--- src/rtl/quad_pkg.sv ---
// Shared types and constants for the operand issue stage: opcode map,
// ALU control codes, instruction layout and FSM states.
package quad_pkg;

  localparam int DATA_W = 16;
  localparam int NREGS  = 16;
  localparam int REG_W  = 4;

  // Opcode map. Values 0x0..0xB are register-register ALU ops whose
  // opcode is passed straight through as the ALU control.
  typedef enum logic [3:0] {
    OP_ADD     = 4'h0,
    OP_RR_LAST = 4'hB,
    OP_LDI     = 4'hC,
    OP_ADDI    = 4'hD,
    OP_NOP     = 4'hE,
    OP_HALT    = 4'hF
  } opcode_e;

  localparam logic [3:0] ALU_ADD = 4'h0;

  typedef struct packed {
    logic [3:0]       op;
    logic [REG_W-1:0] rd;
    logic [REG_W-1:0] ra;
    logic [REG_W-1:0] rb;
  } instr_t;

  typedef enum logic {
    ST_RUN,
    ST_HALTED
  } state_e;

  function automatic logic is_reg_reg(input logic [3:0] op);
    return op <= OP_RR_LAST;
  endfunction

endpackage

--- src/rtl/operand_issue_if.sv ---
// Fetch handshake, ALU issue bundle and write-back port of the issue stage.
interface operand_issue_if;
  import quad_pkg::*;

  logic                     instr_valid;
  logic [15:0]              instr;
  logic                     instr_ready;
  logic                     alu_valid;
  logic [3:0]               alu_ctrl;
  logic signed [DATA_W-1:0] op_a;
  logic signed [DATA_W-1:0] op_b;
  logic [REG_W-1:0]         alu_rd;
  logic                     wb_valid;
  logic [REG_W-1:0]         wb_rd;
  logic [DATA_W-1:0]        wb_data;
  logic                     halted;
  logic                     illegal;

  // Issue stage side.
  modport slave (
    input  instr_valid, instr, wb_valid, wb_rd, wb_data,
    output instr_ready, alu_valid, alu_ctrl, op_a, op_b, alu_rd, halted, illegal
  );

  // Fetch / ALU / write-back environment side.
  modport master (
    output instr_valid, instr, wb_valid, wb_rd, wb_data,
    input  instr_ready, alu_valid, alu_ctrl, op_a, op_b, alu_rd, halted, illegal
  );

endinterface

--- src/rtl/regfile.sv ---
// 16 x DATA_W register file: two asynchronous read ports, one synchronous
// write port, r0 hardwired to zero.
module regfile
  import quad_pkg::*;
(
  input  logic              clk,
  input  logic              resetn,
  input  logic [REG_W-1:0]  i_ra_addr,
  output logic [DATA_W-1:0] o_ra_data,
  input  logic [REG_W-1:0]  i_rb_addr,
  output logic [DATA_W-1:0] o_rb_data,
  input  logic              i_we,
  input  logic [REG_W-1:0]  i_wa,
  input  logic [DATA_W-1:0] i_wd
);

  logic [DATA_W-1:0] r_mem [NREGS];

  // Register array update; writes to r0 are dropped.
  // NOTE: the array is flop-based and cleared by the async reset, so it
  // cannot map to a RAM macro; that is intended for a 16-entry file.
  always_ff @(posedge clk or negedge resetn) begin
    if (!resetn) begin
      for (int i = 0; i < NREGS; i++) r_mem[i] <= '0;
    end else if (i_we && (i_wa != '0)) begin
      r_mem[i_wa] <= i_wd;
    end
  end

  assign o_ra_data = (i_ra_addr == '0) ? '0 : r_mem[i_ra_addr];
  assign o_rb_data = (i_rb_addr == '0) ? '0 : r_mem[i_rb_addr];

endmodule

--- src/rtl/operand_issue.sv ---
// Decode/issue stage: decodes fetch words, checks the per-register
// scoreboard, reads/forwards operands and registers one ALU bundle per
// issued instruction. Write-backs update the register file and scoreboard.
module operand_issue
  import quad_pkg::*;
(
  input  logic            clk,
  input  logic            resetn,
  operand_issue_if.slave  bus
);

  instr_t             w_instr;
  logic               w_is_rr;
  logic               w_uses_ra;
  logic               w_uses_rb;
  logic               w_writes_rd;
  logic [NREGS-1:0]   w_clr_mask;
  logic [NREGS-1:0]   w_pend_eff;
  logic [NREGS-1:0]   w_pend_next;
  logic               w_hazard;
  logic               w_fire;
  logic [DATA_W-1:0]  w_rf_a;
  logic [DATA_W-1:0]  w_rf_b;
  logic [DATA_W-1:0]  w_src_a;
  logic [DATA_W-1:0]  w_src_b;
  logic [3:0]         w_ctrl;
  logic [DATA_W-1:0]  w_op_a;
  logic [DATA_W-1:0]  w_op_b;

  state_e             r_state;
  logic [NREGS-1:0]   r_pend;
  logic               r_alu_valid;
  logic [3:0]         r_alu_ctrl;
  logic [DATA_W-1:0]  r_op_a;
  logic [DATA_W-1:0]  r_op_b;
  logic [REG_W-1:0]   r_alu_rd;
  logic               r_halted;

  assign w_instr = instr_t'(bus.instr);

  regfile u_regfile (
    .clk       (clk),
    .resetn    (resetn),
    .i_ra_addr (w_instr.ra),
    .o_ra_data (w_rf_a),
    .i_rb_addr (w_instr.rb),
    .o_rb_data (w_rf_b),
    .i_we      (bus.wb_valid),
    .i_wa      (bus.wb_rd),
    .i_wd      (bus.wb_data)
  );

  // Decode which register fields the instruction actually uses.
  always_comb begin
    w_is_rr     = is_reg_reg(w_instr.op);
    w_uses_ra   = w_is_rr || (w_instr.op == OP_ADDI);
    w_uses_rb   = w_is_rr;
    w_writes_rd = w_is_rr || (w_instr.op == OP_LDI) || (w_instr.op == OP_ADDI);
  end

  // A register being written back this cycle no longer counts as pending.
  assign w_clr_mask = bus.wb_valid ? (NREGS'(1) << bus.wb_rd) : '0;
  assign w_pend_eff = r_pend & ~w_clr_mask;

  assign w_hazard = (w_uses_ra   && w_pend_eff[w_instr.ra]) ||
                    (w_uses_rb   && w_pend_eff[w_instr.rb]) ||
                    (w_writes_rd && w_pend_eff[w_instr.rd]);

  assign bus.instr_ready = (r_state == ST_RUN) && !w_hazard;
  assign w_fire          = bus.instr_valid && bus.instr_ready;

  // Same-cycle write-back wins over the stale array value; r0 stays zero.
  assign w_src_a = (bus.wb_valid && (bus.wb_rd == w_instr.ra) && (w_instr.ra != '0))
                   ? bus.wb_data : w_rf_a;
  assign w_src_b = (bus.wb_valid && (bus.wb_rd == w_instr.rb) && (w_instr.rb != '0))
                   ? bus.wb_data : w_rf_b;

  // Build the ALU bundle for the instruction at the fetch port.
  // NOTE: every always_comb output gets a default first so no path leaves
  // it unassigned, which would otherwise infer a latch.
  always_comb begin
    w_ctrl = ALU_ADD;
    w_op_a = w_src_a;
    w_op_b = w_src_b;
    if (w_is_rr) begin
      w_ctrl = w_instr.op;
    end else if (w_instr.op == OP_LDI) begin
      w_op_a = '0;
      w_op_b = {{(DATA_W-8){w_instr.ra[3]}}, w_instr.ra, w_instr.rb};
    end else if (w_instr.op == OP_ADDI) begin
      w_op_b = {{(DATA_W-4){w_instr.rb[3]}}, w_instr.rb};
    end
  end

  // Scoreboard next state: clear on write-back, then set on issue so a
  // same-register set wins. r0 is never marked pending.
  always_comb begin
    w_pend_next = r_pend & ~w_clr_mask;
    if (w_fire && w_writes_rd && (w_instr.rd != '0)) begin
      w_pend_next[w_instr.rd] = 1'b1;
    end
  end

  // FSM, scoreboard and registered ALU bundle.
  // NOTE: all state here uses non-blocking assignments so every register
  // samples pre-edge values regardless of statement order.
  always_ff @(posedge clk or negedge resetn) begin
    if (!resetn) begin
      r_state     <= ST_RUN;
      r_pend      <= '0;
      r_alu_valid <= 1'b0;
      r_alu_ctrl  <= '0;
      r_op_a      <= '0;
      r_op_b      <= '0;
      r_alu_rd    <= '0;
      r_halted    <= 1'b0;
    end else begin
      r_pend      <= w_pend_next;
      r_alu_valid <= w_fire && w_writes_rd;
      if (w_fire && w_writes_rd) begin
        r_alu_ctrl <= w_ctrl;
        r_op_a     <= w_op_a;
        r_op_b     <= w_op_b;
        r_alu_rd   <= w_instr.rd;
      end
      case (r_state)
        ST_RUN: begin
          if (w_fire && (w_instr.op == OP_HALT)) begin
            r_state  <= ST_HALTED;
            r_halted <= 1'b1;
          end
        end
        ST_HALTED: begin
          r_halted <= 1'b1;
        end
        default: begin
          r_state <= ST_RUN;
        end
      endcase
    end
  end

  assign bus.alu_valid = r_alu_valid;
  assign bus.alu_ctrl  = r_alu_ctrl;
  assign bus.op_a      = r_op_a;
  assign bus.op_b      = r_op_b;
  assign bus.alu_rd    = r_alu_rd;
  assign bus.halted    = r_halted;
  // No opcode holes exist in the current map, so illegal never asserts.
  assign bus.illegal   = 1'b0;

endmodule

--- src/flat_wrapper.sv ---
// flat-port wrapper written by rule: the top's interface ports become plain ports
module operand_issue_flat import quad_pkg::*;
  (clk, resetn, bus_instr_valid, bus_instr, bus_wb_valid, bus_wb_rd, bus_wb_data, bus_instr_ready, bus_alu_valid, bus_alu_ctrl, bus_op_a, bus_op_b, bus_alu_rd, bus_halted, bus_illegal);
  operand_issue_if bus_i ();
  input  logic clk;
  input  logic resetn;
  input wire logic [$bits(bus_i.instr_valid)-1:0] bus_instr_valid;
  input wire logic [$bits(bus_i.instr)-1:0] bus_instr;
  input wire logic [$bits(bus_i.wb_valid)-1:0] bus_wb_valid;
  input wire logic [$bits(bus_i.wb_rd)-1:0] bus_wb_rd;
  input wire logic [$bits(bus_i.wb_data)-1:0] bus_wb_data;
  output wire logic [$bits(bus_i.instr_ready)-1:0] bus_instr_ready;
  output wire logic [$bits(bus_i.alu_valid)-1:0] bus_alu_valid;
  output wire logic [$bits(bus_i.alu_ctrl)-1:0] bus_alu_ctrl;
  output wire logic [$bits(bus_i.op_a)-1:0] bus_op_a;
  output wire logic [$bits(bus_i.op_b)-1:0] bus_op_b;
  output wire logic [$bits(bus_i.alu_rd)-1:0] bus_alu_rd;
  output wire logic [$bits(bus_i.halted)-1:0] bus_halted;
  output wire logic [$bits(bus_i.illegal)-1:0] bus_illegal;
  assign bus_i.instr_valid = bus_instr_valid;
  assign bus_i.instr = bus_instr;
  assign bus_i.wb_valid = bus_wb_valid;
  assign bus_i.wb_rd = bus_wb_rd;
  assign bus_i.wb_data = bus_wb_data;
  assign bus_instr_ready = bus_i.instr_ready;
  assign bus_alu_valid = bus_i.alu_valid;
  assign bus_alu_ctrl = bus_i.alu_ctrl;
  assign bus_op_a = bus_i.op_a;
  assign bus_op_b = bus_i.op_b;
  assign bus_alu_rd = bus_i.alu_rd;
  assign bus_halted = bus_i.halted;
  assign bus_illegal = bus_i.illegal;
  operand_issue u_core (.clk(clk), .resetn(resetn), .bus(bus_i));
endmodule
--- config.mk ---
export PLATFORM = sky130hd
export DESIGN_NAME = operand_issue_flat
export DESIGN_NICKNAME = d
export VERILOG_FILES = /design/src/rtl/quad_pkg.sv /design/src/rtl/operand_issue_if.sv /design/src/rtl/regfile.sv /design/src/rtl/operand_issue.sv /design/src/flat_wrapper.sv
export SDC_FILE = /design/constraint.sdc
export NUM_CORES = 1
export LEC_CHECK = 0
export ABC_AREA = 1
export CAP_MARGIN = 20
export CORE_MARGIN = 10
export CORE_UTILIZATION = 40
export DETAILED_ROUTE_END_ITERATION = 7
export GPL_ROUTABILITY_DRIVEN = 1
export PLACE_DENSITY_LB_ADDON = 0.05
export SLEW_MARGIN = 20
export SYNTH_ARGS = -nofsm -noshare
export SYNTH_HDL_FRONTEND = slang
export SYNTH_HIERARCHICAL = 1
export SYNTH_SLANG_ARGS = --single-unit
--- constraint.sdc ---
create_clock -name clk -period 2 [get_ports clk]
set_input_delay 0.2 -clock clk [delete_from_list [all_inputs] [get_ports clk]]
set_output_delay 0.2 -clock clk [all_outputs]
set_load 0.01 [all_outputs]
Yosys cells after proc, flatten, opt, wreduce, memory -nomap -nowiden --
Cells that the tools add are included.
Word-level totals: register bits after elaboration 315, input bits 40, output and inout bits 44, logic and storage cells 107
Cells by class: magnitude comparators 9, equality and inequality tests 6, shift operators 1, mux-type cells 33, bitwise operators 7, reductions and logical operators 27
Operator list (number):
- bitwise mux 256 bit | 1
- two-way mux 16 bit | 16
- binary-select mux 16 bit (select 4 bit) | 2
- demux 16 bit (select 4 bit) | 1
- AND 16 bit | 1
- inverter 16 bit | 1
- bitwise OR 16 bit | 1
- nonzero test 4 bit | 4
- left shift 1 x 4 -> 16 bit, first input constant | 1
- greater-or-equal comparator 5 bit, second input constant | 3
- logical AND 1 bit | 15
- < comparator 4 x 5 -> 1 bit, second input constant | 3
- inverter 4 -> 5 bit | 3
- binary-select mux 1 bit (select 4 bit) | 3
- equality test 4 bit, second input constant | 3
- equality test 4 bit | 2
- logical NOT 4 bit | 2
- two-way mux 1 bit | 7
- logical OR 1 bit | 5
- < comparator 5 x 1 -> 1 bit, second input constant | 1
- demux 1 bit (select 4 bit) | 1
- greater-or-equal comparator 4 x 1 -> 1 bit, second input constant | 1
- less-or-equal comparator 4 bit, second input constant | 1
- two-way mux 4 bit | 1
- other kinds (4) | 4

Logic depth before layout (Yosys ltp) --
word-level depth 15, depth in mapped cells 16, mapped depth without buffers 14

Modules after synthesis --
Netlist, hierarchy kept.
Modules (own cells, without submodules):
- regfile | instances 1, cells each 2312, area each 15063.2 um^2, seq. area each 6406.1 um^2
- operand_issue | instances 1, cells each 571, area each 3744.8 um^2, seq. area each 1476.4 um^2

Least setup slack after synthesis --
No wires, ideal clock.
path kind input-to-reg, start point input port bus_wb_rd[0], end point register u_core.r_op_a[0], in the netlist u_core/bus.op_a[0], setup time 0.065 ns, data arrival time 1.651 ns, required time 1.935 ns, path slack 0.284 ns, cell stages on the path 14, path buffers 1, cells stage by stage nor2_1 > nand3_1 > nand2_1 > nand2_1 > nand2_1 > o21ai_1 > nand3_1 > nor2_1 > nor2_2 > nand4_2 > nor2_4 > buf_2 > nand2_1 > nand2_1
On the way: longest elaborated chain between the ends 13, elaborated cells between the ends (all ways) 25, classes of those cells eq/ne: 1; shift: 1; mux: 10; bitwise: 2; reduce/logical: 11
Ends and longest elaborated chain:
- start, declared | RTL line flat_wrapper.sv:10 | input wire logic [$bits(bus_i.wb_rd)-1:0] bus_wb_rd;
- left shift 1 x 4 -> 16 bit | RTL line operand_issue.sv:62 | assign w_clr_mask = bus.wb_valid ? (NREGS'(1) << bus.wb_rd) : '0;
- two-way mux 16 bit | RTL line operand_issue.sv:62
- inverter 16 bit | RTL line operand_issue.sv:63 | assign w_pend_eff = r_pend & ~w_clr_mask;
- AND 16 bit | RTL line operand_issue.sv:63
- binary-select mux 1 bit (select 4 bit) (on tied branches) | RTL line operand_issue.sv:65, operand_issue.sv:66
- two-way mux 1 bit (on tied branches) | RTL line operand_issue.sv:65, operand_issue.sv:66
- logical AND 1 bit (on tied branches) | RTL line operand_issue.sv:65, operand_issue.sv:66
- logical OR 1 bit | RTL line operand_issue.sv:65 | assign w_hazard = (w_uses_ra && w_pend_eff[w_instr.ra]) ||
- logical OR 1 bit | RTL line operand_issue.sv:66 | (w_uses_rb && w_pend_eff[w_instr.rb]) ||
- logical NOT 1 bit | RTL line operand_issue.sv:69 | assign bus.instr_ready = (r_state == ST_RUN) && !w_hazard;
- logical AND 1 bit | RTL line operand_issue.sv:69
- logical AND 1 bit | RTL line operand_issue.sv:70 | assign w_fire = bus.instr_valid && bus.instr_ready;
- logical AND 1 bit | RTL line operand_issue.sv:120 | if (w_fire && w_writes_rd) begin
- end signal, assigned | RTL line operand_issue.sv:122 | r_op_a <= w_op_a;
- end, declared | RTL line operand_issue.sv:34 | logic [DATA_W-1:0] r_op_a;
Several ways; a longest one is shown, not always the timed one. The select of a mux whose other input is x is not followed. A chain may end at the register's enable or synchronous reset.

Final worst setup path --
start point register u_core.r_pend[4], end point output port bus_instr_ready
On the way: longest elaborated chain between the ends 8, elaborated cells between the ends (all ways) 14, classes of those cells mux: 6; bitwise: 1; reduce/logical: 7
Ends and longest elaborated chain:
- start, declared | RTL line operand_issue.sv:31 | logic [NREGS-1:0] r_pend;
- start signal, assigned | RTL line operand_issue.sv:118 | r_pend <= w_pend_next;
- AND 16 bit * | RTL line operand_issue.sv:63
- binary-select mux 1 bit (select 4 bit) (on tied branches) | RTL line operand_issue.sv:65, operand_issue.sv:66
- two-way mux 1 bit (on tied branches) | RTL line operand_issue.sv:65, operand_issue.sv:66
- logical AND 1 bit (on tied branches) | RTL line operand_issue.sv:65, operand_issue.sv:66
- logical OR 1 bit | RTL line operand_issue.sv:65
- logical OR 1 bit * | RTL line operand_issue.sv:66
- logical NOT 1 bit * | RTL line operand_issue.sv:69
- logical AND 1 bit * | RTL line operand_issue.sv:69
- end, declared | RTL line flat_wrapper.sv:12 | output wire logic [$bits(bus_i.instr_ready)-1:0] bus_instr_ready;
Every way passes the cells marked *; elsewhere a longest branch is shown, timed or not. The select of a mux whose other input is x is not followed.

==> flow_summary.ini <==
[routing]
first_pass_iters = 5
drc = 0
wire_per_inst_microns = 19.8
via_per_inst = 5.29
ant_nets = 0
num_vias = 19400
dr.first_iter.drc_count = 1730
drt-total-wl_microns = 72700

[pwr]
vdd_drop_max_mv = 0.703
power_frac_comb_pct = 24.1
p_sw_w = 0.00653
p_seq_share_pct = 39.6
clkPwrFrac_pct = 36.3
power_density_nw_per_um2 = 854
power.leakage_nw = 12.3
p_int_w = 0.0135
p_sw_share_pct = 32.5

[clock_network]
cts_tree = yes
clkTransAtPathRegs_ns = 0.06
cts_buffers = 41
clock-root-buffer = clkbuf_16
clock_path_buffers = 3
cts.sinks = 315
htree_levels = 2
clock_latency_ns = 0.57

[die]
die_w_microns = 237
die_area_sq_um = 56100
die_h_microns = 237
start_util_pct = 40.4
ios = 84
rows = 79
core-area_sq_um = 46600

[synthesis]
synth_common_cells = nand2_1 (1128), nand3_1 (457), inv_1 (349)
synth_nets = 2923
synth.largest_area_cell = dfrtp_1
synth_top_area_share_pct = 41.9
synth_area_leaders = dfrtp_1 (42%), nand2_1 (23%), nand3_1 (12%)
ys_seq_area_share_pct = 41.9
yosysUniqueCellTypes = 28
syn_area_per_cell_sq_um = 6.52
yosysMostFrequentCell = nand2_1
synth-seq-cells = 315
synthArstFlopShare_pct = 100
synth-main-ff-cell = dfrtp_1
synth_edf_count = 0
synthesis.area_sq_um = 18800
yosys_warnings = 6
netlist_instances = 2883

[cells_and_area]
num_antenna_cells = 0
finalNetCount = 3077
syn2layout_area_growth_pct = 25.0
drive_above_1_share_pct = 11.8
fill_cells = 4675

[setup_path]
required_ns = 1.80
crit_path_top_delay_cell = dfrtp_1
path_cells = buf_4 > nand3_1 > nand3_1 > nand3_2 > nand3_1 > nand3_1 > nand2_1 > nor2_2 > buf_2
crit_path_end_kind = output pin
critPathArrivalTime_ns = 1.90
cp-start-kind = flip-flop
critical_path_class = reg2out
crit_top_cell = nand3_1
slowest_delay_ns = 0.39
cp_top_family = simple AND/OR/NAND/NOR gates
path_buf_inv = 2
cp_max_fo = 2

[sta]
fin_ws_ns = -0.103
slew_headroom_pct = 37.2
fin_setup_tns_ns = -0.103
slew_viol_final = 0
post-route-period-util_pct = 105
finalSetupViolations = 1
clock_skew_ns = 0.0145
fmax_ghz = 0.475
final_hold_viol_count = 1
rsz0062_at_grt = yes
worst_slew_pin_slew_ns = 0.936
hold_slack_ns = -0.0168
post-route-min-period_ns = 2.10

[placed_design]
dpl.hpwl_microns = 50300
routabilityCongestion = 0.937
portBuffers = 82

[run_status]
violations = hold timing, setup timing
status = finished, violations left

[global_route]
antenna_found_initial = 0
grt_max_degree = 73
grt_first_pass_wirelength_microns = 112000
grt-ovfl-total = 0
grt_pass1_vias = 18900
gr-usage-all-layers_pct = 25.3

[job]
drv_cap = 0

[worst_hold_path]
hp-class = in2reg
[metal layers]
layer  vias up  GRT usage (%)  part of all wire [%]
met5         -              0                     0
met2       702           41.1                    47
met4         0           9.30                   3.4
met1      9252           33.7                    44
li1       9333              -                     -
met3       138           3.31                   5.8
[cell type report]
| cell class | instances | area, sq um | share of cell area, % |
|---|---|---|---|
| Multi-Input combinational cell | 2005 | 8870 | 37.7 |
| Sequential cell | 315 | 7880 | 33.5 |
| Timing Repair Buffer | 312 | 3320 | 14.1 |
| Inverter | 362 | 1360 | 5.80 |
| Clock buffer | 59 | 1170 | 5.00 |
| Tap cell | 607 | 759 | 3.23 |
| Clock inverter | 12 | 135 | 0.575 |
[registers in the layout (all words and copies together) (netlist names)]
register	count
u_core/r_state	1
u_core/bus.alu_valid	1
u_core/bus.alu_rd	4
u_core/bus.alu_ctrl	4
u_core/r_pend	16
u_core/bus.halted	1
u_core/bus.op_a	16
u_core/u_regfile/r_mem	256
u_core/bus.op_b	16
[logic make-up after synthesis]
logic type / synth area share, %
compound gates: 9.89
xor+xnor: 0.0932
buf+inv: 11.9
flops: 41.9
other cells: 0.0199
simple gates: 36.1
[power groups by stage]
stage               sequential (W)  combinational [W]  clock [W]
finish                     0.00794            0.00484    0.00729
CTS                        0.00794            0.00479    0.00745
global placement           0.00802            0.00468          0
detailed placement         0.00803            0.00476          0
global route               0.00807            0.00549    0.00769
floorplan                  0.00794            0.00295          0
[worst paths after layout]
check	from	endpoint	slack [ns]	cells after the start
min in group asynchronous	resetn	u_core/u_regfile/r_mem[231]	0.16	2
max in group asynchronous	resetn	u_core/bus.alu_ctrl[2]	1.02	3
worst max register to register	u_core/r_pend[4]	u_core/bus.op_b[0]	0.03	13
worst max-delay path	u_core/r_pend[4]	bus_instr_ready	-0.10	9
worst min-delay path	bus_instr[8]	u_core/bus.alu_rd[0]	-0.02	3
worst min register to register	u_core/u_regfile/r_mem[248]	u_core/u_regfile/r_mem[248]	0.38	0
[cell usage in the layout, fill, tap and decap left out, drive strengths merged]
cell,netlist,final
a21oi,48,48
a221oi,2,2
a31oi,1,1
buf,100,232
bufinv,0,2
clkbuf,101,64
clkdlybuf4s50,0,69
clkinv,3,12
clkinvlp,0,1
conb,1,1
dfrtp,315,315
dlygate4sd2,0,4
dlygate4sd3,0,1
dlymetal6s2s,0,1
inv,359,359
nand2,1128,1128
nand3,457,457
nand4,5,5
nor2,41,41
nor3,3,3
nor4,2,2
o2111ai,1,1
o211ai,6,6
o21ai,307,307
o22ai,1,1
xor2,2,2
[worst reg2reg max path, cell delays in order, from the launching register on]
cell	delay [ns]
dfrtp_1	0.39
buf_4	0.15
nand3_1	0.08
nand3_1	0.08
nand3_1	0.13
nand3_1	0.11
nand3_2	0.09
buf_4	0.12
nand4_4	0.10
nor2_4	0.22
buf_12	0.16
clkbuf_16	0.16
nand2_2	0.04
nand2_1	0.07
[what timing repair did]
action,CTS,global route
cloned,0,6
endpoints found under the setup margin,57,56
gates resized for setup,22,61
hold endpoints to repair,77,0
buffers inserted,0,7
hold buffers,1,0
pin swaps,4,19
[through the flow]
step                utilization, %  cells  instance area [sq um]  total power, W  worst slack (ns)
floorplan                        -   2883                  18800          0.0109             0.284
global placement              46.9   3587                  21800          0.0127            -0.841
detailed placement            46.9   3587                  21800          0.0128            -0.860
CTS                           49.8   3659                  23200          0.0202            -0.115
global route                  50.5   3672                  23500          0.0212            -0.198
finish                        50.5   3672                  23500          0.0201            -0.103
No activity file was read; power rests on OpenSTA's default activity.
